[src/rtl/dmem_ctrl_if.sv]
// Bus bundle for dmem_ctrl: core LSU port (c), DMA/loader port (d) and the memory side.
// Latency: none, wires only.
// Backpressure: c_ready/d_ready are driven by the controller; requesters hold fields until accepted.
interface dmem_ctrl_if #(
  parameter int ADDR_WIDTH = 15
);
  // core port, byte addressed
  logic                  c_req;
  logic                  c_we;
  logic [ADDR_WIDTH+1:0] c_addr;
  logic [1:0]            c_size;
  logic                  c_unsigned;
  logic [31:0]           c_wdata;
  logic                  c_ready;
  logic                  c_rvalid;
  logic [31:0]           c_rdata;
  logic                  c_err;
  // DMA port, word addressed
  logic                  d_req;
  logic                  d_we;
  logic [ADDR_WIDTH-1:0] d_addr;
  logic [3:0]            d_wmask;
  logic [31:0]           d_wdata;
  logic                  d_ready;
  logic                  d_rvalid;
  logic [31:0]           d_rdata;
  // data memory (combinational read, byte-masked synchronous write)
  logic [ADDR_WIDTH-1:0] mem_addr;
  logic [31:0]           mem_data_in;
  logic [3:0]            mem_wmask;
  logic                  mem_we;
  logic [31:0]           mem_data_out;

  // controller view
  modport slave (
    input  c_req, c_we, c_addr, c_size, c_unsigned, c_wdata,
    output c_ready, c_rvalid, c_rdata, c_err,
    input  d_req, d_we, d_addr, d_wmask, d_wdata,
    output d_ready, d_rvalid, d_rdata,
    output mem_addr, mem_data_in, mem_wmask, mem_we,
    input  mem_data_out
  );

  // requester / memory-model view
  modport master (
    output c_req, c_we, c_addr, c_size, c_unsigned, c_wdata,
    input  c_ready, c_rvalid, c_rdata, c_err,
    output d_req, d_we, d_addr, d_wmask, d_wdata,
    input  d_ready, d_rvalid, d_rdata,
    input  mem_addr, mem_data_in, mem_wmask, mem_we,
    output mem_data_out
  );
endinterface

[src/rtl/dmem_ctrl.sv]
// Data-memory sequencer/arbiter: core (byte/half/word) and DMA (word) share one memory port.
// Latency: accept->rvalid 2 cycles aligned, 3 when a misaligned access is split into two beats.
// Backpressure: ready only in IDLE to one port; core wins ties unless DMA starved. Macro: DMEM_MISALIGN_EN.
module dmem_ctrl #(
  parameter int ADDR_WIDTH = 15,
  parameter int DATA_WIDTH = 32,
  parameter int STARVE_MAX = 4
) (
  input logic        clk,
  input logic        rst,
  dmem_ctrl_if.slave bus
);

  localparam int SW = $clog2(STARVE_MAX + 1);

  typedef enum logic [1:0] {
    IDLE = 2'd0,
    ACC1 = 2'd1,
    ACC2 = 2'd2
  } state_t;

  state_t                state_q;
  logic [SW-1:0]         starve_q;

  // latched request
  logic                  is_d_q;
  logic                  we_q;
  logic [1:0]            off_q;
  logic [1:0]            size_q;
  logic                  uns_q;
  logic                  bad_q;
  logic                  split_q;
  logic [DATA_WIDTH-1:0] wdata_hi_q;
  logic [3:0]            wmask_hi_q;
  logic [DATA_WIDTH-1:0] beat1_q;

  // registered outputs
  logic [ADDR_WIDTH-1:0] mem_addr_q;
  logic [DATA_WIDTH-1:0] mem_data_in_q;
  logic [3:0]            mem_wmask_q;
  logic                  mem_we_q;
  logic                  c_rvalid_q;
  logic [DATA_WIDTH-1:0] c_rdata_q;
  logic                  c_err_q;
  logic                  d_rvalid_q;
  logic [DATA_WIDTH-1:0] d_rdata_q;

  // arbitration
  logic                  idle_ok;
  logic                  at_max;
  logic                  gnt_c;
  logic                  gnt_d;

  // core request decode
  logic [1:0]            c_off;
  logic                  c_half;
  logic                  c_word;
  logic [7:0]            c_ones;
  logic [7:0]            c_mask8;
  logic [63:0]           c_sh;
  logic                  c_split;
  logic                  c_bad;

  // load response
  logic [DATA_WIDTH-1:0] ld_lo;
  logic [DATA_WIDTH-1:0] ld_hi;
  logic [DATA_WIDTH-1:0] ld_raw;
  logic [DATA_WIDTH-1:0] ld_ext;
  logic [DATA_WIDTH-1:0] c_resp;

  assign idle_ok = (state_q == IDLE) && !rst;
  assign at_max  = (starve_q == SW'(STARVE_MAX));
  assign gnt_c   = idle_ok && bus.c_req && !(bus.d_req && at_max);
  assign gnt_d   = idle_ok && bus.d_req && (!bus.c_req || at_max);

  assign bus.c_ready  = gnt_c;
  assign bus.d_ready  = gnt_d;
  assign bus.c_rvalid = c_rvalid_q;
  assign bus.c_rdata  = c_rdata_q;
  assign bus.c_err    = c_err_q;
  assign bus.d_rvalid = d_rvalid_q;
  assign bus.d_rdata  = d_rdata_q;
  assign bus.mem_addr    = mem_addr_q;
  assign bus.mem_data_in = mem_data_in_q;
  // write strobes are cut as soon as reset is seen so a beat in flight never lands
  assign bus.mem_we    = mem_we_q && !rst;
  assign bus.mem_wmask = mem_wmask_q & {4{!rst}};

  // decode the core request: byte lanes, shifted store data, split/error classification
  always_comb begin
    c_off  = bus.c_addr[1:0];
    c_half = (bus.c_size == 2'b01);
    c_word = bus.c_size[1];
    case (bus.c_size)
      2'b00:   c_ones = 8'h01;
      2'b01:   c_ones = 8'h03;
      default: c_ones = 8'h0F;
    endcase
    c_mask8 = c_ones << c_off;
    c_sh    = {32'b0, bus.c_wdata} << {c_off, 3'b000};
`ifdef DMEM_MISALIGN_EN
    c_split = (c_half && (c_off == 2'b11)) || (c_word && (c_off != 2'b00));
    c_bad   = 1'b0;
`else
    c_split = 1'b0;
    c_bad   = (c_half && c_off[0]) || (c_word && (c_off != 2'b00));
`endif
  end

  // assemble the load result from the beat(s) read this access, then extend to 32 bits
  always_comb begin
    ld_lo  = (state_q == ACC1) ? bus.mem_data_out : beat1_q;
    ld_hi  = (state_q == ACC2) ? bus.mem_data_out : '0;
    ld_raw = 32'({ld_hi, ld_lo} >> {off_q, 3'b000});
    case (size_q)
      2'b00:   ld_ext = uns_q ? {24'b0, ld_raw[7:0]}  : {{24{ld_raw[7]}},  ld_raw[7:0]};
      2'b01:   ld_ext = uns_q ? {16'b0, ld_raw[15:0]} : {{16{ld_raw[15]}}, ld_raw[15:0]};
      default: ld_ext = ld_raw;
    endcase
    c_resp = (we_q || bad_q) ? '0 : ld_ext;
  end

  // sequencer: arbitration, beat generation, response and starvation counter
  always_ff @(posedge clk) begin
    if (rst) begin
      state_q       <= IDLE;
      starve_q      <= '0;
      is_d_q        <= 1'b0;
      we_q          <= 1'b0;
      off_q         <= 2'b00;
      size_q        <= 2'b00;
      uns_q         <= 1'b0;
      bad_q         <= 1'b0;
      split_q       <= 1'b0;
      wdata_hi_q    <= '0;
      wmask_hi_q    <= 4'b0;
      beat1_q       <= '0;
      mem_addr_q    <= '0;
      mem_data_in_q <= '0;
      mem_wmask_q   <= 4'b0;
      mem_we_q      <= 1'b0;
      c_rvalid_q    <= 1'b0;
      c_rdata_q     <= '0;
      c_err_q       <= 1'b0;
      d_rvalid_q    <= 1'b0;
      d_rdata_q     <= '0;
    end else begin
      c_rvalid_q <= 1'b0;
      d_rvalid_q <= 1'b0;
      c_err_q    <= 1'b0;

      // count core wins that made a waiting DMA request lose
      if (!bus.d_req || gnt_d) begin
        starve_q <= '0;
      end else if (gnt_c && !at_max) begin
        starve_q <= starve_q + SW'(1);
      end

      case (state_q)
        IDLE: begin
          if (gnt_c) begin
            is_d_q     <= 1'b0;
            we_q       <= bus.c_we;
            off_q      <= c_off;
            size_q     <= bus.c_size;
            uns_q      <= bus.c_unsigned;
            bad_q      <= c_bad;
            split_q    <= c_split;
            wdata_hi_q <= c_sh[63:32];
            wmask_hi_q <= c_mask8[7:4];
            state_q    <= ACC1;
            if (c_bad) begin
              // a rejected access never touches memory
              mem_we_q    <= 1'b0;
              mem_wmask_q <= 4'b0;
            end else begin
              mem_addr_q    <= bus.c_addr[ADDR_WIDTH+1:2];
              mem_data_in_q <= c_sh[31:0];
              mem_we_q      <= bus.c_we;
              mem_wmask_q   <= bus.c_we ? c_mask8[3:0] : 4'b0;
            end
          end else if (gnt_d) begin
            is_d_q        <= 1'b1;
            we_q          <= bus.d_we;
            off_q         <= 2'b00;
            size_q        <= 2'b10;
            uns_q         <= 1'b0;
            bad_q         <= 1'b0;
            split_q       <= 1'b0;
            mem_addr_q    <= bus.d_addr;
            mem_data_in_q <= bus.d_wdata;
            mem_we_q      <= bus.d_we;
            mem_wmask_q   <= bus.d_we ? bus.d_wmask : 4'b0;
            state_q       <= ACC1;
          end
        end

        ACC1: begin
          beat1_q <= bus.mem_data_out;
          if (split_q) begin
            // second beat at the next word; the address wraps at the top of memory
            mem_addr_q    <= mem_addr_q + ADDR_WIDTH'(1);
            mem_data_in_q <= wdata_hi_q;
            mem_wmask_q   <= we_q ? wmask_hi_q : 4'b0;
            state_q       <= ACC2;
          end else begin
            mem_we_q    <= 1'b0;
            mem_wmask_q <= 4'b0;
            state_q     <= IDLE;
            if (is_d_q) begin
              d_rvalid_q <= 1'b1;
              d_rdata_q  <= bus.mem_data_out;
            end else begin
              c_rvalid_q <= 1'b1;
              c_rdata_q  <= c_resp;
              c_err_q    <= bad_q;
            end
          end
        end

        ACC2: begin
          mem_we_q    <= 1'b0;
          mem_wmask_q <= 4'b0;
          state_q     <= IDLE;
          c_rvalid_q  <= 1'b1;
          c_rdata_q   <= c_resp;
          c_err_q     <= bad_q;
        end

        default: state_q <= IDLE;
      endcase
    end
  end

endmodule

[src/flat_wrapper.sv]
// flat-port wrapper written by rule: the top's interface ports become plain ports
module dmem_ctrl_flat 
#(
  parameter int ADDR_WIDTH = 15,
  parameter int DATA_WIDTH = 32,
  parameter int STARVE_MAX = 4
)
  (clk, rst, bus_c_req, bus_c_we, bus_c_addr, bus_c_size, bus_c_unsigned, bus_c_wdata, bus_c_ready, bus_c_rvalid, bus_c_rdata, bus_c_err, bus_d_req, bus_d_we, bus_d_addr, bus_d_wmask, bus_d_wdata, bus_d_ready, bus_d_rvalid, bus_d_rdata, bus_mem_addr, bus_mem_data_in, bus_mem_wmask, bus_mem_we, bus_mem_data_out);
  dmem_ctrl_if #(.ADDR_WIDTH(ADDR_WIDTH)) bus_i ();
  input logic clk;
  input logic rst;
  input wire logic [$bits(bus_i.c_req)-1:0] bus_c_req;
  input wire logic [$bits(bus_i.c_we)-1:0] bus_c_we;
  input wire logic [$bits(bus_i.c_addr)-1:0] bus_c_addr;
  input wire logic [$bits(bus_i.c_size)-1:0] bus_c_size;
  input wire logic [$bits(bus_i.c_unsigned)-1:0] bus_c_unsigned;
  input wire logic [$bits(bus_i.c_wdata)-1:0] bus_c_wdata;
  output wire logic [$bits(bus_i.c_ready)-1:0] bus_c_ready;
  output wire logic [$bits(bus_i.c_rvalid)-1:0] bus_c_rvalid;
  output wire logic [$bits(bus_i.c_rdata)-1:0] bus_c_rdata;
  output wire logic [$bits(bus_i.c_err)-1:0] bus_c_err;
  input wire logic [$bits(bus_i.d_req)-1:0] bus_d_req;
  input wire logic [$bits(bus_i.d_we)-1:0] bus_d_we;
  input wire logic [$bits(bus_i.d_addr)-1:0] bus_d_addr;
  input wire logic [$bits(bus_i.d_wmask)-1:0] bus_d_wmask;
  input wire logic [$bits(bus_i.d_wdata)-1:0] bus_d_wdata;
  output wire logic [$bits(bus_i.d_ready)-1:0] bus_d_ready;
  output wire logic [$bits(bus_i.d_rvalid)-1:0] bus_d_rvalid;
  output wire logic [$bits(bus_i.d_rdata)-1:0] bus_d_rdata;
  output wire logic [$bits(bus_i.mem_addr)-1:0] bus_mem_addr;
  output wire logic [$bits(bus_i.mem_data_in)-1:0] bus_mem_data_in;
  output wire logic [$bits(bus_i.mem_wmask)-1:0] bus_mem_wmask;
  output wire logic [$bits(bus_i.mem_we)-1:0] bus_mem_we;
  input wire logic [$bits(bus_i.mem_data_out)-1:0] bus_mem_data_out;
  assign bus_i.c_req = bus_c_req;
  assign bus_i.c_we = bus_c_we;
  assign bus_i.c_addr = bus_c_addr;
  assign bus_i.c_size = bus_c_size;
  assign bus_i.c_unsigned = bus_c_unsigned;
  assign bus_i.c_wdata = bus_c_wdata;
  assign bus_c_ready = bus_i.c_ready;
  assign bus_c_rvalid = bus_i.c_rvalid;
  assign bus_c_rdata = bus_i.c_rdata;
  assign bus_c_err = bus_i.c_err;
  assign bus_i.d_req = bus_d_req;
  assign bus_i.d_we = bus_d_we;
  assign bus_i.d_addr = bus_d_addr;
  assign bus_i.d_wmask = bus_d_wmask;
  assign bus_i.d_wdata = bus_d_wdata;
  assign bus_d_ready = bus_i.d_ready;
  assign bus_d_rvalid = bus_i.d_rvalid;
  assign bus_d_rdata = bus_i.d_rdata;
  assign bus_mem_addr = bus_i.mem_addr;
  assign bus_mem_data_in = bus_i.mem_data_in;
  assign bus_mem_wmask = bus_i.mem_wmask;
  assign bus_mem_we = bus_i.mem_we;
  assign bus_i.mem_data_out = bus_mem_data_out;
  dmem_ctrl #(.ADDR_WIDTH(ADDR_WIDTH), .DATA_WIDTH(DATA_WIDTH), .STARVE_MAX(STARVE_MAX)) u_core (.clk(clk), .rst(rst), .bus(bus_i));
endmodule
[config.mk]
export PLATFORM = sky130hd
export DESIGN_NAME = dmem_ctrl_flat
export DESIGN_NICKNAME = d
export VERILOG_FILES = /design/src/rtl/dmem_ctrl_if.sv /design/src/rtl/dmem_ctrl.sv /design/src/flat_wrapper.sv
export SDC_FILE = /design/constraint.sdc
export NUM_CORES = 1
export LEC_CHECK = 0
export ABC_AREA = 0
export CELL_PAD_IN_SITES_DETAIL_PLACEMENT = 1
export CELL_PAD_IN_SITES_GLOBAL_PLACEMENT = 2
export CORE_MARGIN = 3
export CORE_UTILIZATION = 27
export DETAILED_ROUTE_END_ITERATION = 8
export PLACE_DENSITY_LB_ADDON = 0.2
export SYNTH_ARGS = -nofsm -noshare
export SYNTH_HDL_FRONTEND = slang
export SYNTH_SLANG_ARGS = --single-unit
[constraint.sdc]
create_clock -name clk -period 1.99 [get_ports clk]
set_input_delay 0.398 -clock clk [delete_from_list [all_inputs] [get_ports clk]]
set_output_delay 0.398 -clock clk [all_outputs]
set_load 0.005 [all_outputs]
* Word level (Yosys, flattened, before mapping)
Index checks and enable logic that the tools add are counted.
** Word-level totals
- Register bits after elaboration :: 201
- Bits in latches :: 0
- Memory bits (writable) :: 0
- ROM bits :: 0
- Output and inout port bits :: 121
- Word-level logic and storage cells :: 130
- Memories :: 0
** Operators by class
- Add/subtract/negate cells :: 2
- Multipliers :: 0
- Div/mod/pow operators :: 0
- Order comparisons :: 0
- Eq/ne operators :: 10
- Shifts and indexed selects :: 3
- Mux-type cells :: 55
- Bitwise operators :: 3
- Reductions and logical operators :: 36
** Operator list (count)
- 32-bit 2-to-1 mux :: 11
- 32-bit one-hot mux with 2 select lines :: 3
- 32-bit by 5-bit left shift with 64-bit output :: 1
- 64-bit by 5-bit right shift with 32-bit output :: 1
- 15-bit 2-to-1 mux :: 4
- 15-bit one-hot mux with 2 select lines :: 1
- 4-bit 2-to-1 mux :: 7
- 1-bit 2-to-1 mux :: 16
- 15-bit by 1-bit adder with 15-bit output, second input constant :: 1
- 2-bit 2-to-1 mux :: 7
- 4-bit one-hot mux with 3 select lines :: 1
- 1-bit logical AND :: 10
- 3-bit AND reduction :: 3
- 4-bit one-hot mux with 2 select lines :: 1
- 2-bit nonzero test :: 4
- 4-bit by 2-bit left shift with 8-bit output :: 1
- 2-bit by 1-bit == test with 1-bit output, second input constant :: 3
- 2-bit logical NOT :: 3
- 2-bit AND reduction :: 3
- 1-bit logical NOT :: 5
- 4-bit bitwise AND :: 1
- 1-bit logical OR :: 4
- 2-bit inequality test, second input constant :: 2
- 1-bit one-hot mux with 2 select lines :: 2
- other kinds (13) :: 14

* Longest topological paths before layout
Gate-level depths: netlist of the first run.
- Word-level depth :: 9
- Depth in mapped cells :: 9

* Least setup slack after synthesis of the first run
No wires, ideal clock.
- Path kind :: register -> register
- Start :: reg u_core.starve_q[0]
- End :: reg u_core.mem_data_in_q[11], in the netlist u_core.bus.mem_data_in[11]
- Arrival :: 1.749 ns
- Path slack :: 0.167 ns
- Cell stages (with the launch flop) :: 10
- Cells stage by stage :: dfxtp_1 > inv_1 > ha_1 > a21bo_2 > and3_1 > buf_6 > or2_1 > buf_6 > buf_6 > a31oi_1
** Between the ends
- Longest elaborated chain between the ends :: 6
- Elaborated cells between the ends (all ways) :: 11
** RTL lines
- start, declared :: line dmem_ctrl.sv:23 : logic [SW-1:0] starve_q;
- start signal, assigned :: line dmem_ctrl.sv:156 : starve_q <= starve_q + SW'(1);
- 3-bit == test * :: line dmem_ctrl.sv:72 : assign at_max = (starve_q == SW'(STARVE_MAX));
- 1-bit logical AND :: line dmem_ctrl.sv:73 : assign gnt_c = idle_ok && bus.c_req && !(bus.d_req && at_max);
- 1-bit logical NOT :: line dmem_ctrl.sv:73
- 1-bit logical AND :: line dmem_ctrl.sv:73
- 3-bit inequality test (no line), or another cell as far along
- 4-bit AND reduction (no line) or 32-bit one-hot mux with 2 select lines (tied branches)
- end signal, assigned :: line dmem_ctrl.sv:178 : mem_data_in_q <= c_sh[31:0];
- end signal, assigned :: line dmem_ctrl.sv:191 : mem_data_in_q <= bus.d_wdata;
- end signal, assigned :: line dmem_ctrl.sv:203 : mem_data_in_q <= wdata_hi_q;
- end, declared :: line dmem_ctrl.sv:39 : logic [DATA_WIDTH-1:0] mem_data_in_q;
Mark *: on every way between the ends. The rest lies on a longest branch, timed or not.
A chain may end at the register's enable or synchronous reset.

* Final worst setup path of the first run
- Start :: reg u_core.starve_q[0]
- End :: out bus_d_ready
** Between the ends
- Longest elaborated chain between the ends :: 3
** RTL lines
- 3-bit == test :: line dmem_ctrl.sv:72
- 1-bit logical OR :: line dmem_ctrl.sv:74 : assign gnt_d = idle_ok && bus.d_req && (!bus.c_req || at_max);
- 1-bit logical AND :: line dmem_ctrl.sv:74
- end, declared :: line flat_wrapper.sv:27 : output wire logic [$bits(bus_i.d_ready)-1:0] bus_d_ready;
Every way passes these cells.

==> run metrics, run 1 <==
WP data arrival=~1.5 ns; synth unique cells=59; Yosys top cell by area=dfxtp_1; total gr overflow=0; area delta synth->final=50.62%; post-synthesis sequential area ratio=0.4022; Setup crit end kind=output port; Setup CP Type=reg -> out; startpoint types=register; core outline area=29170 sq um; fill count=3374; path type of the worst min-delay path=in -> reg; Clk Latency, worst-skew pair=0.43 ns; Yosys reg bits=163; CTS Sinks=163; GRT Resource Usage Total=0.2062; TritonCTS clock tree=built; max_cap viols=0; Endpoint, Worst Hold=u_core.bus.d_rdata[23]; IO Pins=262; crit path launch=u_core.starve_q[0]; Layout Nets=1343; first-pass GRT wire length=approximately 51000 microns; row count=slightly above 60; WL/cell=about 21 microns; Worst Skew=approximately 0.011 ns; Clock transition at path regs=about 0.07 ns; pin count of the biggest net entering global routing=60; share of cells above drive strength 1=0.1460; WL final=33260 microns; # H-tree levels=4; post-route cell area=12220 sq um; dpl cell area=11560 sq um; Post-CTS Hold Buffers=0; vias in the first global route=roughly 8500; final setup violation count=0; Final HPWL DP=24820 microns; Synth Warn #=0; Slew HR=0.5329; Slew Limit Fails=0; Syn Inst Count=a little over 900; Num CTS Buffers=17; Die ar.=32170 sq um; Post-synth top flop=dfxtp_1; IO Port Bufs=~260; fraction of registers with async set/reset=0; number of DRC markers in iteration 0=377; Hold Path Depth=3; Worst R2R Setup Slack=0.14 ns; post-route clock period utilization=0.9687; die width=179.4 microns; Synthesized Nets=about 1100; hold_ws=0.3852 ns; Initial Util=0.2782; number of remaining DRC errors=0; CP max FO=4; leak pwr=4.532 nW; drt first pass iters=4; fmax=518.8 MHz; Worst Max-Slew Pin Slew=0.7006 ns; antenna violations before repair=2; r2r startpoint=u_core.state_q[0]; hold path start=rst; Area contributors post-synth=dfxtp_1 40%, mux2i_1 8.9%, nand2_1 7.9%; PD cells=764.6 nW/um^2; worst reg2reg path depth=5; VDD IR max=0.5649 mV; Placer Congestion=0.7596; Final Hold Vio Count=0; required time worst endpoint=approximately 1.6 ns; top-area cell type share of the netlist area=0.4022; Avg Cell Area, Syn=8.829 sq um; EDFF count, synth=0; Max clock buf depth=2; Vias=8125; RR Endpoint=u_core.bus.c_rdata[28]; post-route ant nets=0; Root Driver=clkbuf_16; DR vias/cell=5.088; Die Y=179.4 microns; Period minus WS final=about 1.9 ns; status=complete, no violations; synthesized area=8114 sq um; Post-CTS Setup Inserts=0
[state kept, by name, indices dropped and copies added, names as in the netlist]
signal                  cells
u_core.beat1_q             32
u_core.bus.c_rdata         32
u_core.bus.d_rdata         32
u_core.bus.mem_data_in     32
u_core.bus.mem_addr        15
u_core.mem_wmask_q          4
u_core.starve_q             3
u_core.off_q                2
u_core.size_q               2
u_core.bad_q                1
u_core.bus.c_err            1
u_core.bus.c_rvalid         1
u_core.bus.d_rvalid         1
u_core.is_d_q               1
u_core.mem_we_q             1
u_core.state_q              1
u_core.uns_q                1
u_core.we_q                 1
[synth_stat cells (2+ instances only)]
master / n
buf_4: 3
dfxtp_1: 163
a32oi_1: 2
nand3_1: 26
nand3b_1: 2
inv_2: 2
o21ai_0: 25
mux4_2: 23
ha_1: 3
or3_1: 4
and2_1: 3
a2bb2oi_1: 8
nor2_1: 52
nand2_1: 171
mux2i_1: 72
a211oi_1: 43
a31oi_1: 58
o22ai_1: 2
buf_1: 6
a22o_1: 7
a21oi_1: 47
and3_1: 6
nor4_1: 9
clkbuf_1: 47
clkbuf_2: 2
o2bb2ai_1: 15
nor3_1: 8
a22oi_1: 9
buf_2: 30
inv_1: 5
a311oi_1: 3
buf_6: 9
nor2b_1: 8
nor3b_1: 2
a41oi_1: 8
a21boi_0: 8
o21a_1: 2
nand2b_1: 5
[per-stage QoR]
step	instances	util	worst slack [ns]	TNS [ns]	power (mW)
floorplan	919	-	0.1666	0	4.666
global placement	1564	0.3964	-0.3723	-14.34	5.844
detailed placement	1564	0.3964	-0.3968	-18.08	5.861
CTS	1596	0.4185	0.03117	0	9.442
global route	1597	0.4190	-0.001989	-0.001989	9.772
finish	1597	0.4190	0.06235	0	9.345
[metal layers]
| metal | GRT usage | vias to the layer above | wire length, microns |
|---|---|---|---|
| met4 | 0.05316 | 2 | 515 |
| met1 | 0.2930 | 3987 | 16050 |
| li1 | - | 3914 | - |
| met3 | 0.04488 | 28 | 1582 |
| met5 | 0 | - | 13 |
| met2 | 0.3177 | 194 | 15100 |
[cells in the final DEF (no fill, tap or decap), drive strengths merged, types with 4 or more instances in the layout]
cell / netlist / layout
dfxtp: 163 / 163
a22o: 7 / 7
a211oi: 43 / 43
nand2: 171 / 171
o2bb2ai: 15 / 15
mux4: 23 / 23
buf: 49 / 102
nand3: 27 / 27
mux2i: 72 / 72
a31oi: 58 / 58
and3: 6 / 6
nor3: 8 / 8
a41oi: 8 / 8
nor2: 52 / 52
nor4: 11 / 11
a21oi: 47 / 47
o21ai: 25 / 25
nor2b: 8 / 8
a22oi: 9 / 9
a21boi: 8 / 8
nand2b: 5 / 5
clkdlybuf4s50: 0 / 255
or3: 4 / 4
inv: 7 / 13
a2bb2oi: 8 / 8
clkbuf: 49 / 18
[logic make-up (layout without fill, tap and decap cells)]
logic type      Yosys count  count (layout)  synth area share
xor+xnor                  1               1          0.001080
buf+inv                 105             398           0.06523
other cells               0               1                 0
simple gates            308             308            0.1707
fa+ha+maj                 3               3          0.004627
compound gates          244             244            0.2035
flops                   163             163            0.4022
mux                      95              95            0.1527
[report_power, final]
| group | switching (mW) | leakage (nW) | internal, mW | total (mW) |
|---|---|---|---|---|
| Clock | 1.54 | 0.293 | 2.02 | 3.55 |
| Combinational | 0.965 | 2.90 | 1.14 | 2.10 |
| Sequential | 0.177 | 1.34 | 3.51 | 3.69 |
[worst max-delay path by stage]
| stage | endpoint | cells past startpoint | slack (ns) |
|---|---|---|---|
| 5_1_grt | bus_d_ready | 5 | -0.002 |
| 3_3_place_gp | bus_c_ready | 5 | -0.37 |
| 4_1_cts | bus_d_ready | 5 | 0.03 |
| 2_1_floorplan | u_core.bus.mem_data_in[11] | 9 | 0.17 |
| 6_report | bus_d_ready | 5 | 0.06 |
| 3_5_place_dp | bus_c_ready | 5 | -0.40 |
[final cells by class]
| type | count | area [sq um] | share of cell area |
|---|---|---|---|
| antenna | 1 | 2.502 | 0.0002048 |
| clock buffer | 18 | 429.2 | 0.03511 |
| clock inverter | 14 | 192.7 | 0.01577 |
| inverter | 7 | 26.28 | 0.002150 |
| multi-input combinational | 651 | 4360 | 0.3568 |
| sequential | 163 | 3271 | 0.2676 |
| tap | 384 | 480.5 | 0.03931 |
| timing repair buffer | 359 | 3460 | 0.2831 |
[repair_timing]
action                                  in CTS  in global routing
gates cloned                                 0                  0
endpoints found under the setup margin       2                  1
gates resized for setup                     13                  2
[critical path, stage by stage (launching register included)]
cell and delay, ns:
dfxtp_2 0.33, inv_1 0.06, ha_4 0.17, a21bo_2 0.22
and3_4 0.20, buf_6 0.12
(Power assumes the default switching activity.)
==> inputs of run 2 (changes only) <==
Settings changed: CTS_CLUSTER_SIZE from default to 8.
==> results of run 2 <==
Final layout, timing and power as in run 1 (identical DEF).
==> variant 1: new RTL, flow settings as in run 1 <==
Add a define of `DMEM_MISALIGN_EN`.
--- a/src/rtl/dmem_ctrl.sv
+++ b/src/rtl/dmem_ctrl.sv
@@ -1,6 +1,8 @@
 // Data-memory sequencer/arbiter: core (byte/half/word) and DMA (word) share one memory port.
 // Latency: accept->rvalid 2 cycles aligned, 3 when a misaligned access is split into two beats.
 // Backpressure: ready only in IDLE to one port; core wins ties unless DMA starved. Macro: DMEM_MISALIGN_EN.
+`define DMEM_MISALIGN_EN
+
 module dmem_ctrl #(
   parameter int ADDR_WIDTH = 15,
   parameter int DATA_WIDTH = 32,
Function: changed (a bounded check fails within 4 cycles, from zero or initial values and one cycle with rst high).
==> variant 1 against run 1 <==
The flow now finishes with violations (setup timing). Area after synthesis is 19% higher. Sequential power increased by 16%. Clock skew up 0.0036 ns. Wire length increased by 19%. Combinational power increased by 47%. Critical path depth up 4. Final area increased by 22%. Sequential cell count increased by 27. Power up 17%. Utilization grew 0.93 points. Global-route usage fell by 0.44 points. Worst setup slack got worse by 0.14 ns.
==> variant 1: results (changes against run 1) <==
grt:
  grt_usage_pct: 20.2  # was 20.6%
  grt_max_degree: 64  # was 60
  grtUsageMet3_pct: 4.82  # was 4.49%
  use_met2_pct: 35.2  # was 31.8%
  grt_first_pass_wirelength_um: 60000  # was 50900 µm
  grt_pass1_vias: 10200  # was 8482
  use_met1_pct: 24.7  # was 29.3%
placement:
  dp_slack_ns: -0.338  # was -0.397 ns
  dp_hpwl_um: 29500  # was 24800 µm
  io_buffers: 260  # was 261
  routabilityCongestion: 0.804  # was 0.760
synth:
  synth_top_flop_cell: "dfxtp_1"  # unchanged
  netlist_instances: 1110  # was 919
  synth_area_leaders: "dfxtp_1 40%, mux2i_1 8.8%, nand2_1 6.7%"  # was dfxtp_1 40%, mux2i_1 8.9%, nand2_1 7.9%
  synth_commonest_cells: "190 x dfxtp_1, 171 x nand2_1, 95 x nor2_1, 85 x mux2i_1, 68 x o21ai_0"  # was 171 x nand2_1, 163 x dfxtp_1, 72 x mux2i_1, 58 x a31oi_1, 52 x nor2_1
  synth.distinct_cells: 67  # was 59
  syn-num-nets: 1259  # was 1063
  ys_seq_area_share_pct: 39.5  # was 40.2%
critical_path:
  rr_endpoint: "u_core.bus.c_rdata[11]$_SDFFE_PP0P_"  # was u_core.bus.c_rdata[28]$_SDFFE_PP0P_
  cp_max_fo: 8  # was 4
  criticalPathCategory: "flip-flop to flip-flop"  # was flip-flop to output pin
  cp.arrival_ns: 2.44  # was 1.53 ns
  ff2ff_path_depth: 9  # was 5
  worstReg2RegStart: "u_core.state_q[1]$_SDFFE_PP0P_"  # was u_core.state_q[0]$_SDFFE_PP0P_
  cpMaxStageDelayCell: "mux4_2"  # was dfxtp_2
  slowest_delay_ns: 0.48  # was 0.33 ns
sta:
  worstMarginPinSlew_ns: 0.742  # was 0.701 ns
  setup_violations: 11  # was 0
  finalClockSkew_ns: 0.0147  # was 0.0112 ns
  layout_setup_ws_ns: -0.0788  # was 0.0624 ns
finish:
  layout-drive-gt1-share_pct: 21.6  # was 14.6%
  n_fill_cell: 4043  # was 3374
  nNetsFinal: 1605  # was 1343
cts:
  cts-root-buf: "clkbuf_16"  # unchanged
  htreeDepth: 4  # unchanged
  cts-resized-gates: 39  # was 13
  cts_made_buffers: 17  # unchanged
  postCtsSetupBuffers: 10  # was 0
  clock_latency_ns: 0.46  # was 0.43 ns
detailed_routing:
  vias: 9665  # was 8125
  via_per_inst: 5.02  # was 5.09
  drt-initial-drc-count: 388  # was 377
  wl_per_cell_um: 20.6  # was 20.8 µm
power_and_ir_drop:
  ir_worst_vdd_uv: 635  # was 565 µV
  p_leak_nw: 5.62  # was 4.53 nW
run_status:
  failed_checks: "setup timing"
  status: "finished with violations"  # was finished clean
[variant 1: cell count changes after synthesis, moves of 16 or more]
cell	delta
mux2_2	+17
dfxtp_1	+27
o41ai_1	+16
a31oi_1	-43
o21ai_0	+43
nand3b_1	+26
nor2_1	+43
a211oi_1	-22
[variant 1: metal layers]
layer,up-vias,part of all wire (%)
met3,38,5.1
met4,0,2.0
li1,4695,-
met1,4723,43
met5,-,0
met2,209,50
[variant 1: power breakdown]
group	leakage (nW)	internal [W]	total [W]	switching [W]
clock	0.283	0.00190	0.00353	0.00163
sequential	1.55	0.00409	0.00428	0.000190
combinational	3.79	0.00164	0.00309	0.00144
[variant 1: how the worst min path moves through the flow]
stage	from	end	slack [ns]	cells past startpoint
4_1_cts	rst	u_core.state_q[1]$_SDFFE_PP0P_	0.32	3
3_5_place_dp	u_core.wdata_hi_q[11]$_SDFFE_PP0P_	u_core.wdata_hi_q[11]$_SDFFE_PP0P_	0.44	2
5_1_grt	rst	u_core.state_q[1]$_SDFFE_PP0P_	0.34	3
6_report	rst	u_core.state_q[1]$_SDFFE_PP0P_	0.34	3
3_3_place_gp	u_core.wdata_hi_q[8]$_SDFFE_PP0P_	u_core.wdata_hi_q[8]$_SDFFE_PP0P_	0.44	2
2_1_floorplan	u_core.wdata_hi_q[0]$_SDFFE_PP0P_	u_core.wdata_hi_q[0]$_SDFFE_PP0P_	0.43	2
[variant 1: cell families after synthesis]
family | share of synthesized area (%)
compound gates | 20.4
fa+ha+maj | 1.04
buf+inv | 5.54
flops | 39.5
mux | 14.6
other cells | 0.0390
simple gates | 18.9
[variant 1: layout make-up]
class	instances	area (µm²)	area share, %
antenna	2	5.00	0.0336
clock buffer	20	447	3.00
clock inverter	11	133	0.890
inverter	13	57.6	0.386
multi-input combinational	816	5670	38.0
sequential	190	3810	25.6
tap	455	569	3.82
timing repair buffer	418	4220	28.3
[variant 1: through the flow]
| step | power (W) | area [µm²] | setup TNS (ns) | hold slack, ns |
|---|---|---|---|---|
| final | 0.0109 | 14900 | -0.260 | 0.342 |
| after global routing | 0.0114 | 14900 | -2.78 | 0.343 |
| after CTS | 0.0108 | 14400 | -0.387 | 0.322 |
| after detailed placement | 0.00716 | 13600 | -18.58 | 0.443 |
| after global placement | 0.00712 | 13600 | -14.72 | 0.437 |
| after floorplan | 0.00561 | 9640 | 0 | 0.426 |
[variant 1: worst max-delay path, delay by kind of cell (launching register included)]
| kind | cells | cell delay [ns] |
|---|---|---|
| flip-flops | 1 | 0.33 |
| buffers and inverters | 5 | 0.57 |
| multiplexers | 2 | 0.67 |
| AO/OA/AOI/OAI | 1 | 0.21 |
| adder cells (fa/ha/maj) | 1 | 0.20 |
==> variant 2: new RTL, flow settings as in run 1 <==
Made on the original files. Make the reset (`rst`) asynchronous in one clocked block.
--- a/src/rtl/dmem_ctrl.sv
+++ b/src/rtl/dmem_ctrl.sv
@@ -121,7 +121,7 @@
   end
 
   // sequencer: arbitration, beat generation, response and starvation counter
-  always_ff @(posedge clk) begin
+  always_ff @(posedge clk or posedge rst) begin
     if (rst) begin
       state_q       <= IDLE;
       starve_q      <= '0;
Check against the original RTL: differs if rst is asserted again (counterexample within 4 cycles, from zero or initial values and one cycle with rst high); with rst held inactive, the same outputs for 4 cycles.
==> variant 2 against run 1 <==
The flow now finishes with violations (setup timing). Area after synthesis increased by 2.3%. Non-clock buffer count increased by 34. Maximum frequency decreased by 8.5%. Sequential cell count unchanged. Worst setup slack worse by 0.18 ns. Sequential share of layout area is 3.8 points higher. Count of clock-buffer cells in the layout is 1 lower. Wire length down 4.3%. Final area grew 9.2%. First-iteration DRC count fell by 12%.
Power is not compared: it rests on default switching activity, and its combinational part moved more than twofold at a synthesized area within 25%.
==> variant 2: results (changes against run 1) <==
finish:
  buffers: 393  # was 359
  layout.cells.non_filler: 1481  # was 1597
  n_fill_cell: 3193  # was 3374
  seq_cell_count: 163  # unchanged
  area_growth_pct: 60.6  # was 50.6%
  n_all_inverters: 28  # was 7
  nNetsFinal: 1219  # was 1343
  diodes: 2  # was 1
  buffer_area_share_pct: 29.3  # was 28.3%
  nMultiInputCombCells: 473  # was 651
  layout-drive-gt1-share_pct: 31.3  # was 14.6%
synth:
  synth-compound-area-share_pct: 12.1  # was 20.4%
  syn-mean-instance-area_um2: 11.4  # was 8.83 µm²
  synth.distinct_cells: 62  # was 59
  syn_area_mm2: 0.00830  # was 0.00811 mm²
  ys_seq_area_share_pct: 49.1  # was 40.2%
  synthArstFlopShare_pct: 100  # was 0%
  synthAdderAreaFrac_pct: 0.301  # was 0.463%
  synth_xor_area_share_pct: 0.105  # was 0.108%
  syn-num-nets: 873  # was 1063
  synth_area_leaders: "dfrtp_1 49%, mux2_2 14%, mux2i_1 4.6%"  # was dfxtp_1 40%, mux2i_1 8.9%, nand2_1 7.9%
detailed_routing:
  drt-initial-drc-count: 331  # was 377
placement:
  placed_area_mm2: 0.0123  # was 0.0116 mm²
  routabilityCongestion: 0.828  # was 0.760
sta:
  layout_setup_ws_ns: -0.118  # was 0.0624 ns
  setup_violations: 50  # was 0
min_path:
  hp-class: "primary input to async pin"  # was primary input to flip-flop
grt:
  grt_max_degree: 66  # was 60
  grt_first_pass_wirelength_um: 48300  # was 50900 µm
run_status:
  failed_checks: "setup timing"
  status: "finished with violations"  # was finished clean
critical_path:
  cp.arrival_ns: 2.43  # was 1.53 ns
  ff2ff_path_depth: 7  # was 5
  rr_endpoint: "u_core.bus.mem_data_in[26]$_DFFE_PP0P_"  # was u_core.bus.c_rdata[28]$_SDFFE_PP0P_
-- variant 2: cell types whose count changed after synthesis, moves of 27 or more --
cell,before,now
a211oi_1,43,0
a31oi_1,58,16
nand2_1,171,60
dfxtp_1,163,0
mux2_2,0,106
a21oi_1,47,20
nor2_1,52,20
dfrtp_1,0,163
mux2i_1,72,38
-- variant 2: what timing repair did --
item                                    4_1_cts  5_1_grt
setup buffers                                 7       10
gates resized for setup                      32       40
hold buffers                                  0        0
pin swaps                                     4        4
endpoints found under the setup margin       65       78
cloned                                        2        2
-- variant 2: power groups by stage --
| stage | combinational, W | sequential [W] | clock, W |
|---|---|---|---|
| after global routing | 0.00484 | 0.00476 | 0.00360 |
| after floorplan | 0.00175 | 0.00465 | 0 |
| after detailed placement | 0.00438 | 0.00469 | 0 |
| after global placement | 0.00434 | 0.00468 | 0 |
| after CTS | 0.00447 | 0.00465 | 0.00347 |
| final | 0.00451 | 0.00465 | 0.00335 |
-- variant 2: routing by layer --
| metal | track usage [%] | share of wire, % | up-vias |
|---|---|---|---|
| met5 | 0 | 0 | - |
| met4 | 3.96 | 0.95 | 0 |
| met3 | 5.43 | 5.8 | 17 |
| met2 | 30.2 | 47 | 171 |
| met1 | 26.0 | 46 | 3656 |
| li1 | - | - | 3341 |
-- variant 2: worst max path at each step --
stage | endpoint | depth (start not counted)
final | u_core.bus.mem_data_in[26]$_DFFE_PP0P_ | 7
after global routing | u_core.bus.mem_data_in[26]$_DFFE_PP0P_ | 7
after CTS | u_core.bus.mem_data_in[18]$_DFFE_PP0P_ | 7
after detailed placement | u_core.bus.mem_addr[14]$_DFFE_PP0P_ | 6
after global placement | u_core.bus.mem_addr[0]$_DFFE_PP0P_ | 6
after floorplan | u_core.bad_q$_DFFE_PP0P_ | 2
